$ cat src/rtl/instruction_cache_controller.sv
// Direct-mapped instruction cache with same-cycle hits and a single-request line fill.
// Optional hit/miss counters are enabled with the ICACHE_STATS_EN macro.
module instruction_cache_controller #(
   parameter int NUM_LINES = 8
) (
   input  logic        clk,
   input  logic        reset,
   input  logic [31:0] fetchPC,
   input  logic        fetchRequest,
   input  logic        flush,
   output logic [31:0] instruction,
   output logic        instructionValid,
   output logic        stall,
   output logic [31:0] passedPC,
   output logic        instructionRequest,
   input  logic [63:0] cacheData,
   input  logic        receivedInstruction
`ifdef ICACHE_STATS_EN
   ,
   output logic [31:0] hitCount,
   output logic [31:0] missCount
`endif
);

   localparam int IDX  = $clog2(NUM_LINES);
   localparam int TAGW = 29 - IDX;

   typedef enum logic [1:0] {IDLE, REQUEST, WAIT} CacheState;

   CacheState            state;
   logic [NUM_LINES-1:0] validBits;
   logic [TAGW-1:0]      tagMem  [NUM_LINES];
   logic [63:0]          dataMem [NUM_LINES];
   logic [28:0]          missLine;
   logic                 missWord;
   logic                 flushPending;

   logic [IDX-1:0]       fetchIndex;
   logic [TAGW-1:0]      fetchTag;
   logic [IDX-1:0]       fillIndex;
   logic [TAGW-1:0]      fillTag;
   logic [63:0]          selectedLine;
   logic                 hit;
   logic                 idleHit;
   logic                 missDetect;
   logic                 fillWrite;
   logic                 unusedPcBits;

   assign fetchIndex   = fetchPC[3+IDX-1:3];
   assign fetchTag     = fetchPC[31:3+IDX];
   assign fillIndex    = missLine[IDX-1:0];
   assign fillTag      = missLine[28:IDX];
   assign selectedLine = dataMem[fetchIndex];
   assign hit          = validBits[fetchIndex] && (tagMem[fetchIndex] == fetchTag);
   assign idleHit      = (state == IDLE) && fetchRequest && hit;
   assign missDetect   = (state == IDLE) && fetchRequest && !hit;
   assign fillWrite    = (state == WAIT) && receivedInstruction;
   assign unusedPcBits = ^fetchPC[1:0];

   // Hits are served straight from the array; fills forward the word chosen by the latched miss address.
   always_comb begin
      instructionValid = 1'b0;
      instruction      = 32'h0;
      if (idleHit) begin
         instructionValid = 1'b1;
         instruction      = fetchPC[2] ? selectedLine[31:0] : selectedLine[63:32];
      end else if (fillWrite) begin
         instructionValid = 1'b1;
         instruction      = missWord ? cacheData[31:0] : cacheData[63:32];
      end
   end

   assign stall = fetchRequest && !instructionValid;

   // Miss FSM. A flush seen while a fill is outstanding leaves the arriving line invalid.
   always_ff @(posedge clk or posedge reset) begin
      if (reset) begin
         state              <= IDLE;
         validBits          <= '0;
         instructionRequest <= 1'b0;
         passedPC           <= 32'h0;
         missLine           <= '0;
         missWord           <= 1'b0;
         flushPending       <= 1'b0;
      end else begin
         instructionRequest <= 1'b0;
         if (flush) validBits <= '0;
         case (state)
            IDLE: begin
               flushPending <= 1'b0;
               if (missDetect) begin
                  missLine           <= fetchPC[31:3];
                  missWord           <= fetchPC[2];
                  passedPC           <= {fetchPC[31:3], 3'b000};
                  instructionRequest <= 1'b1;
                  state              <= REQUEST;
               end
            end
            REQUEST: begin
               if (flush) flushPending <= 1'b1;
               state <= WAIT;
            end
            WAIT: begin
               if (flush) flushPending <= 1'b1;
               if (receivedInstruction) begin
                  if (!(flush || flushPending)) validBits[fillIndex] <= 1'b1;
                  state <= IDLE;
               end
            end
            default: state <= IDLE;
         endcase
      end
   end

   // Line data and tags carry no reset; the valid bits alone decide whether they are trusted.
   always_ff @(posedge clk) begin
      if (fillWrite) begin
         dataMem[fillIndex] <= cacheData;
         tagMem[fillIndex]  <= fillTag;
      end
   end

`ifdef ICACHE_STATS_EN
   // Counters survive flush and wrap naturally at 32 bits.
   always_ff @(posedge clk or posedge reset) begin
      if (reset) begin
         hitCount  <= 32'h0;
         missCount <= 32'h0;
      end else begin
         if (idleHit)    hitCount  <= hitCount + 32'd1;
         if (missDetect) missCount <= missCount + 32'd1;
      end
   end
`endif

endmodule

$ cat config.mk
export PLATFORM = sky130hd
export DESIGN_NAME = instruction_cache_controller
export DESIGN_NICKNAME = d
export VERILOG_FILES = /design/src/rtl/instruction_cache_controller.sv
export SDC_FILE = /design/constraint.sdc
export NUM_CORES = 1
export LEC_CHECK = 0
export ABC_CLOCK_PERIOD_IN_PS = 13100
export BUFFER_PORTS_ARGS = -buffer_cell sky130_fd_sc_hd__buf_2
export CAP_MARGIN = 20
export CORE_AREA = 5 5 230 232
export CTS_CLUSTER_DIAMETER = 200
export DETAILED_ROUTE_END_ITERATION = 10
export DIE_AREA = 0 0 235 237
export PLACE_DENSITY = 0.78
export SLEW_MARGIN = 20
export SYNTH_ARGS = -nofsm -noshare
export SYNTH_HDL_FRONTEND = slang
export SYNTH_SLANG_ARGS = --single-unit
export TNS_END_PERCENT = 20
$ cat constraint.sdc
create_clock -name clk -period 13.1 [get_ports clk]
set_input_delay 3.93 -clock clk [delete_from_list [all_inputs] [get_ports clk]]
set_output_delay 3.93 -clock clk [all_outputs]
set_load 0.01 [all_outputs]
==> reports/qor.yml <==
critical_path:
  cp_max_fo: 102
  worstSetupEndpointType: "primary output"
  worstPathRequired_ns: 9.17
  slowest_stage: "clkbuf_8"
  worstPathArrival_ns: 7.83
  max_stage_delay_ns: 0.75
  crit_chain: "clkbuf_8 > mux4_2 > mux2i_1 > xor2_1 > nand4_1 > nor4_2 > nand3_1 > or2_2 > buf_4 > mux2_2 > buf_2"
  cp_top_family: "multiplexers"
  cp_num_buf_inv: 3
  path_class: "in2out"
  cp-start-kind: "input port"
power:
  leakage_nw: 11.5
  vdd.ir_drop.worst_v: 0.000132
  power_density_nw_per_um2: 168
placement:
  numPortBuffers: 162
  hpwl_mm: 33.0
  place_congestion: 0.778
yosys:
  synth_area_leaders: "edfxtp_1 72%, mux4_2 15%, dfrtp_1 3.5%, mux2i_1 2.5%, mux2_4 1.4%"
  synth-main-ff-cell: "edfxtp_1"
  synth_area_um2: 30100
  synth_edf_count: 720
  seq_area_frac_synth_pct: 75.4
  yosys_register_bits: 762
  synth_top_area_cell: "edfxtp_1"
  yosysTopAreaCellShare_pct: 71.9
  netlist_instances: 1327
  synth-async-reset-ratio_pct: 5.51
  yosysWarnings: 0
  yosysUniqueCellTypes: 43
  avgSynthCellArea_um2: 22.7
clock_network:
  clkTransAtPathRegs_ns: 0.06
  cts_buffers: 74
  post_cts.repair.setup_buffers: 0
  clock_sinks: 762
  clockBufferDepth: 3
  cts_hold_buf: 0
  cts_tree: "done"
  htreeDepth: 3
  cts_resized: 0
  insertion_delay_ns: 0.61
  root_buffer: "clkbuf_16"
global_routing:
  overflow: 0
  grt_pass1_wl_mm: 93.3
  grt_usage_pct: 22.2
  grt_pass1_vias: 14900
  grt_max_degree: 103
  antenna_found_initial: 5
timing:
  fin_crit_ns: 11.76
  finalHoldViolations: 0
  setup_viol: 0
  rsz0062_at_grt: "no"
  drv_slew: 0
  finalCritPeriodShare_pct: 89.7
  relSlewSlack_pct: 27.1
  tns_ns: 0
  worst_pin_slew_ns: 1.09
  fmax_mhz: 85.1
  finalClockSkew_ns: 0.0274
drt:
  vias_per_cell: 6.20
  routedWlPerCell_um: 27.0
  wl_mm: 61.2
  post-route-drc-count: 0
  firstDrtPassIters: 5
  detail-route-antenna-nets: 0
  drt_iter0_markers: 1198
  dr_total_vias: 14100
cells_and_area:
  layout_common_cells: "720 x edfxtp_1, 200 x mux4_2, 159 x buf_2"
  area_delta_synth_final_pct: 13.4
  fin_nets: 1631
  fin_util_pct: 67.1
  fillerInstances: 3142
  final_layout_size_suffix_gt1_share_pct: 36.2
  final_common_cell: "edfxtp_1"
floorplan:
  coreArea_um2: 50800
  die_w_um: 235
  die_area_um2: 55700
  num_rows: 83
  die_h_um: 237
  start_util_pct: 59.2
  ioPinCount: 168
flow_run:
  maxCapViolCount: 0
run_status:
  outcome: "finished clean"
hold_path:
  hold_class: "reg2reg"
power by group:
group	internal [W]	switching, W	total (W)
combinational	0.000264	0.000338	0.000601
sequential	0.00292	0.000154	0.00307
clock	0.00120	0.000867	0.00206
total	0.00438	0.00136	0.00574
metal layers:
layer / wire length (um) / up-vias / global-route usage [%]
met5: 42 / - / 0
met4: 920 / 8 / 5.03
met3: 4510 / 78 / 4.66
met2: 30500 / 492 / 35.8
met1: 25200 / 7524 / 32.1
li1: - / 5970 / -
per-stage QoR:
step | hold WS, ns | power, W | area (um2) | setup slack [ns] | cells
finish | 0.532 | 0.00574 | 34100 | 1.34 | 2271
global route | 0.551 | 0.00597 | 34100 | 1.11 | 2269
CTS | 0.529 | 0.00580 | 34100 | 1.31 | 2269
detailed placement | 0.513 | 0.00373 | 31700 | 1.35 | 2131
global placement | 0.504 | 0.00370 | 31700 | 1.30 | 2131
floorplan | 0.480 | 0.00347 | 30100 | 1.87 | 1329
tightest hold or removal path: stages (launching register included):
cell	delay, ns
dfrtp_1	0.37
inv_1	0.05
o22ai_1	0.07
final cells by class:
class                           instances  area [um2]  area share [%]
Timing Repair Buffer                  193        1080            3.16
Clock inverter                         36         312           0.914
Antenna cell                            2        5.00          0.0147
Tap cell                              680         851            2.50
Inverter                               15        56.3           0.165
Multi-Input combinational cell        481        7040            20.6
Clock buffer                          102        2080            6.09
Sequential cell                       762       22700            66.5
synthesized netlist by cell type (4+ instances only):
master	number
mux2_1	11
a22oi_1	7
mux4_2	200
xor2_1	17
buf_1	5
nor3_1	4
inv_1	14
nand4_1	4
o21ai_0	4
and3_1	4
clkbuf_1	29
o22ai_1	8
mux2i_1	74
buf_2	24
xnor2_1	4
a21oi_1	6
nand2_1	7
mux2_2	30
nor2_1	37
dfrtp_1	42
buf_4	5
buf_6	8
edfxtp_1	720
nor2b_1	4
mux2_4	28
worst paths after layout:
check,slack [ns],depth (start not counted),start,to
setup reg to reg,9.36,6,state[0],tagMem[4][13]
max in group asynchronous,9.15,3,reset,passedPC[14]
setup / recovery,1.34,11,fetchPC[4],instruction[2]
min in group asynchronous,3.49,3,reset,instructionRequest
hold / removal,0.53,2,validBits[7],validBits[7]
hold reg to reg,0.53,2,validBits[7],validBits[7]
logic make-up (layout without fill, tap and decap cells):
logic type      count (synthesis)  count (layout)  share of synthesized area (%)
buf+inv                        86             346                           1.44
xor+xnor                       21              21                          0.612
other cells                     1               5                         0.0125
compound gates                 35              35                          0.795
fa+ha+maj                       3               3                          0.125
flops                         762             762                           75.4
simple gates                   76              76                           1.23
mux                           343             343                           20.4
sequential cells by signal (all words and copies together), names as in the netlist:
signal              count
instructionRequest      1
state                   2
tagMem                208
dataMem               512
flushPending            1
missWord                1
validBits               8
passedPC               29
(Power assumes the default switching activity.)
